--- src/rtl/mips_divider_pkg.sv ---
// mips_divider_pkg: shared widths, state encodings and constants for the divider
package mips_divider_pkg;
  localparam int DEF_WIDTH = 32;
  localparam logic [DEF_WIDTH-1:0] DIV_ZERO_QUOTIENT = '1;
  typedef enum logic [1:0] {IDLE = 2'd0, CALC = 2'd1, FIX = 2'd2, DONE = 2'd3} state_t;
endpackage

--- src/rtl/mips_divider_if.sv ---
// mips_divider_if: request/result bundle between the issue logic and the divider
interface mips_divider_if import mips_divider_pkg::*; #(parameter int WIDTH = DEF_WIDTH);
  logic start, signed_op, busy, done, div_by_zero;
  logic [WIDTH-1:0] dividend, divisor, quotient, remainder;
  modport master (output start, signed_op, dividend, divisor,
                  input busy, done, quotient, remainder, div_by_zero);
  modport slave (input start, signed_op, dividend, divisor,
                 output busy, done, quotient, remainder, div_by_zero);
endinterface

--- src/rtl/mips_sub33.sv ---
// mips_sub33: ripple subtractor a - b as a + ~b + 1 over a full-adder chain
module mips_sub33 #(parameter int N = 33) (
  input  logic [N-1:0] a,
  input  logic [N-1:0] b,
  output logic [N-1:0] diff,
  output logic         borrow_n
);
  logic [N:0] c;
  logic [N-1:0] nb;
  assign c[0] = 1'b1;
  assign nb = ~b;
  for (genvar i = 0; i < N; i++) begin : g_fa
    assign diff[i] = a[i] ^ nb[i] ^ c[i];
    assign c[i+1] = (a[i] & nb[i]) | (c[i] & (a[i] ^ nb[i]));
  end
  assign borrow_n = c[N];
endmodule

--- src/rtl/mips_divider.sv ---
// mips_divider: restoring DIV/DIVU unit, one quotient bit per clock
module mips_divider import mips_divider_pkg::*; (
  input logic clk,
  input logic rst_n,
  mips_divider_if.slave bus
);
  localparam int W = DEF_WIDTH;
  localparam int CW = $clog2(W) + 1;
  localparam logic [CW-1:0] LAST = CW'(W - 1);
  state_t state, nxt;
  logic [W:0] rem, sh, diff;
  logic [W-1:0] quo, dvs;
  logic [CW-1:0] cnt;
  logic sa, sb, zp, bn, acc, dz, unused_ok;
  function automatic logic [W-1:0] neg(input logic [W-1:0] x);
    return ~x + W'(1);
  endfunction
  function automatic logic [W-1:0] mag(input logic [W-1:0] x, input logic s);
    return (s && x[W-1]) ? neg(x) : x;
  endfunction
  // zp marks the cycle spent committing a divide-by-zero result before DONE
  assign acc = bus.start && ((state == IDLE && !zp) || state == DONE);
  assign dz = bus.divisor == '0;
  assign sh = {rem[W-1:0], quo[W-1]};
  assign unused_ok = rem[W];
  mips_sub33 #(.N(W + 1)) u_sub (.a(sh), .b({1'b0, dvs}), .diff(diff), .borrow_n(bn));
  always_ff @(posedge clk)
    if (!rst_n) state <= IDLE;
    else state <= nxt;
  always_comb
    case (state)
      IDLE:    nxt = zp ? DONE : (acc && !dz) ? CALC : IDLE;
      CALC:    nxt = (cnt == LAST) ? FIX : CALC;
      FIX:     nxt = DONE;
      default: nxt = acc ? (dz ? IDLE : CALC) : IDLE;
    endcase
  always_comb begin
    bus.busy = state == CALC || state == FIX;
    bus.done = state == DONE;
  end
  always_ff @(posedge clk)
    if (!rst_n) begin
      {rem, quo, dvs, cnt, sa, sb, zp} <= '0;
      bus.quotient <= '0;
      bus.remainder <= '0;
      bus.div_by_zero <= 1'b0;
    end else begin
      zp <= acc && dz;
      if (acc) begin
        sa <= bus.signed_op && bus.dividend[W-1];
        sb <= bus.signed_op && bus.divisor[W-1];
        quo <= dz ? bus.dividend : mag(bus.dividend, bus.signed_op);
        dvs <= mag(bus.divisor, bus.signed_op);
        rem <= '0;
        cnt <= '0;
        bus.div_by_zero <= 1'b0;
      end else if (zp) begin
        bus.quotient <= DIV_ZERO_QUOTIENT;
        bus.remainder <= quo;
        bus.div_by_zero <= 1'b1;
      end else if (state == CALC) begin
        rem <= bn ? diff : sh;
        quo <= {quo[W-2:0], bn};
        cnt <= cnt + CW'(1);
      end else if (state == FIX) begin
        bus.quotient <= (sa ^ sb) ? neg(quo) : quo;
        bus.remainder <= sa ? neg(rem[W-1:0]) : rem[W-1:0];
      end
    end
endmodule

--- src/flat_wrapper.sv ---
// flat-port wrapper written by rule: the top's interface ports become plain ports
module mips_divider_flat import mips_divider_pkg::*;
  (clk, rst_n, bus_start, bus_signed_op, bus_dividend, bus_divisor, bus_busy, bus_done, bus_quotient, bus_remainder, bus_div_by_zero);
  mips_divider_if bus_i ();
  input logic clk;
  input logic rst_n;
  input wire logic [$bits(bus_i.start)-1:0] bus_start;
  input wire logic [$bits(bus_i.signed_op)-1:0] bus_signed_op;
  input wire logic [$bits(bus_i.dividend)-1:0] bus_dividend;
  input wire logic [$bits(bus_i.divisor)-1:0] bus_divisor;
  output wire logic [$bits(bus_i.busy)-1:0] bus_busy;
  output wire logic [$bits(bus_i.done)-1:0] bus_done;
  output wire logic [$bits(bus_i.quotient)-1:0] bus_quotient;
  output wire logic [$bits(bus_i.remainder)-1:0] bus_remainder;
  output wire logic [$bits(bus_i.div_by_zero)-1:0] bus_div_by_zero;
  assign bus_i.start = bus_start;
  assign bus_i.signed_op = bus_signed_op;
  assign bus_i.dividend = bus_dividend;
  assign bus_i.divisor = bus_divisor;
  assign bus_busy = bus_i.busy;
  assign bus_done = bus_i.done;
  assign bus_quotient = bus_i.quotient;
  assign bus_remainder = bus_i.remainder;
  assign bus_div_by_zero = bus_i.div_by_zero;
  mips_divider u_core (.clk(clk), .rst_n(rst_n), .bus(bus_i));
endmodule
--- config.mk ---
export PLATFORM = sky130hd
export DESIGN_NAME = mips_divider_flat
export DESIGN_NICKNAME = d
export VERILOG_FILES = /design/src/rtl/mips_divider_pkg.sv /design/src/rtl/mips_divider_if.sv /design/src/rtl/mips_sub33.sv /design/src/rtl/mips_divider.sv /design/src/flat_wrapper.sv
export SDC_FILE = /design/constraint.sdc
export NUM_CORES = 1
export LEC_CHECK = 0
export BUFFER_PORTS_ARGS = -buffer_cell sky130_fd_sc_hd__buf_4
export CAP_MARGIN = 25
export CORE_MARGIN = 2
export CORE_UTILIZATION = 45
export DETAILED_ROUTE_END_ITERATION = 10
export HOLD_SLACK_MARGIN = 0.15
export PLACE_DENSITY = 0.71
export SYNTH_ARGS = -nofsm -noshare
export SYNTH_HDL_FRONTEND = slang
export SYNTH_SLANG_ARGS = --single-unit
--- constraint.sdc ---
create_clock -name clk -period 30 [get_ports clk]
set_input_delay 0 -clock clk [delete_from_list [all_inputs] [get_ports clk]]
set_output_delay 0 -clock clk [all_outputs]
set_load 0.01 [all_outputs]
==> flow_summary.toml <==
[setup_path]
cpMaxStageDelayCell = "fa_1"
crit_path_max_incr_delay_ns = 0.41
setup.worst_path.class = "flop to flop"
end_kind = "flop"
crit_path_frequent_cell = "fa_1"
arrival_ns = 13.81
critPathLaunchType = "flop"
required_ns = 30.26
r2r_cells = 41
path_max_fanout = 56

[cts]
clkTransAtPathRegs_ns = 0.07
root_buffer = "clkbuf_16"
cts_sinks = 172
hold_buffers = 102
cts.path.max_buffers = 2
tritoncts = "done"
ctsHtreeMaxLevel = 4
cts_resized = 0
post_cts_buffers = 0
numCtsBuffers = 17
insertion_delay_ns = 0.45

[drt]
remaining_drc_errors = 0
drt_iter0_drc = 1288
postRouteAntennaNets = 0
drt_pass1_iterations = 5
post_drt_wl_per_cell_um = 19.2
via_per_inst = 6.11
wirelength_mm = 36.1
vias = 11500

[timing]
slew_headroom_pct = 29.1
hold_violations = 0
setup_viol = 0
final-max-slew-violation-count = 0
max_freq_mhz = 73.8
whs_ns = 0.181
worst_pin_slew_ns = 1.05
layout_min_cycle_time_ns = 13.55
setup_tns_ns = 0
post-route-period-util_pct = 45.2
skew_ns = 0.0184
rsz0062_at_grt = "no"

[floorplan]
dieWidth_um = 159
start_util_pct = 46.0
die-area_um2 = 25400
rows = 56
io_pins = 135
core_um2 = 23600
fp.dieH_um = 159

[synthesis]
synth_cell_types = 62
ys_warn_count = 0
synth_seq_cells = 172
avgSynthCellArea_um2 = 7.80
seq_area_frac_synth_pct = 31.7
async_flop_share_pct = 0
synthesis.nets = 1502
syn-cell-area_um2 = 10900
synth_edf_count = 0
syn-instance-count = 1393
ys.flop_type = "dfxtp_1"

[cells_and_area]
drive_above_1_share_pct = 13.5
fin_nets = 1659
regArea_um2 = 3440
antenna_cells = 0
fin_util_pct = 57.6
multi_input_area_um2 = 6780
area_growth_pct = 25.3
fillers = 2163

[min_path]
min_path_type = "primary input to flop"
hold_depth = 3

[grt]
overflow = 0
antenna_found_initial = 0
grtUsageTotal_pct = 28.0
grt_max_degree = 98
grt_pass1_vias = 10500
grt_pass1_wl_mm = 57.6

[power_and_ir_drop]
peakVddDrop_v = 0.0000365
power-per-cell-area_nw_per_um2 = 53.1
power.leakage_nw = 5.05

[placement]
io_buffers = 134
dp_hpwl_mm = 24.9
gp_congestion = 0.890

[run]
cap_violations = 0

[run_status]
status = "completed"
worst max-delay path: cells and delay by family (launching register included):
family	cells	cell delay, ns
adders and majority gates	32	11.88
and+or+nand+nor	2	0.33
DFF	1	0.39
buffers and inverters	5	0.55
AOI/OAI and AO/OA	2	0.20
worst paths after layout:
kind	startpoint	end	slack [ns]
max	u_core.quo[31]	u_core.rem[21]	16.45
min	bus_start	u_core.zp	0.18
max reg2reg	u_core.quo[31]	u_core.rem[21]	16.45
min reg2reg	u_core.bus.remainder[5]	u_core.bus.remainder[5]	0.46
Yosys cell counts (all sizes together), types with 4 or more instances:
master | count | share of area (%)
a2111oi | 4 | 0.32
a31oi | 38 | 2.2
nor4b | 4 | 0.38
a32o | 4 | 0.37
clkbuf | 102 | 3.5
or3 | 24 | 1.4
o311a | 16 | 1.5
nand4 | 10 | 0.58
o41ai | 8 | 0.65
nand2b | 9 | 0.52
xor2 | 23 | 1.9
o211ai | 47 | 3.2
a211o | 4 | 0.32
nor3b | 4 | 0.28
a211oi | 27 | 1.9
a21boi | 4 | 0.28
and3 | 9 | 0.52
mux2i | 12 | 1.1
or2 | 12 | 0.69
nand3 | 61 | 2.8
o221ai | 8 | 0.65
ha | 10 | 1.2
buf | 16 | 0.70
o21ai | 84 | 3.9
nand2 | 172 | 5.9
inv | 54 | 1.9
fa | 31 | 5.7
o31a | 16 | 1.3
nor2 | 89 | 3.1
or4 | 22 | 1.5
nor4 | 44 | 2.7
a311oi | 5 | 0.46
a41oi | 8 | 0.65
a21oi | 105 | 4.8
xnor2 | 51 | 4.1
nor3 | 32 | 1.5
o31ai | 21 | 1.5
dfxtp | 172 | 32
layer usage:
| metal | wire length, µm | track usage, % |
|---|---|---|
| met1 | 15700 | 39.1 |
| met2 | 16100 | 43.6 |
| met3 | 3450 | 5.65 |
| met4 | 870 | 8.80 |
| met5 | 0 | 0 |
flip-flops by register name, summed over array words and instances, names as in the netlist:
signal                  flops
u_core.bus.quotient        32
u_core.zp                   1
u_core.sa                   1
u_core.sb                   1
u_core.bus.remainder       32
u_core.state                2
u_core.cnt                  6
u_core.rem                 32
u_core.dvs                 32
u_core.bus.div_by_zero      1
u_core.quo                 32
logic make-up after synthesis:
| logic type | share of synthesized area [%] |
|---|---|
| fa+ha+maj | 6.87 |
| compound gates | 24.9 |
| flops | 31.7 |
| xor+xnor | 5.97 |
| buf+inv | 6.13 |
| mux | 1.11 |
| simple gates | 23.3 |
power breakdown:
group          internal [mW]  switching, mW  leakage (nW)
logic                 0.0938          0.137          3.38
clock network          0.125         0.0976         0.269
registers              0.243         0.0262          1.40
total                  0.462          0.261          5.05
placed cells by master (no fill, tap or decap), drive strengths merged, types with 27 or more instances in the layout:
cell / netlist / final
buf: 16 / 153
a31oi: 38 / 38
dlygate4sd3: 0 / 102
nor2: 89 / 89
nand2: 172 / 172
o21ai: 84 / 84
inv: 54 / 58
fa: 31 / 31
a211oi: 27 / 27
a21oi: 105 / 105
nor4: 44 / 44
dfxtp: 172 / 172
nor3: 32 / 32
nand3: 61 / 61
o211ai: 47 / 47
xnor2: 51 / 51
through the flow:
stage | worst slack, ns | instances | instance area (µm²) | total power, mW
2_1_floorplan | 16.98 | 1393 | 10900 | 0.418
3_3_place_gp | 16.27 | 1744 | 12000 | 0.477
3_5_place_dp | 16.08 | 1746 | 12000 | 0.481
4_1_cts | 16.08 | 1879 | 13600 | 0.715
5_1_grt | 16.03 | 1881 | 13600 | 0.760
6_report | 16.45 | 1881 | 13600 | 0.723
layout make-up:
| class | instances | share of cell area, % |
|---|---|---|
| clock buffers | 19 | 3.25 |
| well taps | 319 | 2.93 |
| inverters | 55 | 1.52 |
| flip-flops and latches | 172 | 25.3 |
| repair buffers | 256 | 16.2 |
| clock inverters | 12 | 1.01 |
| multi-input cells | 1048 | 49.8 |
Note: power is estimated with default switching activity, not from simulation.
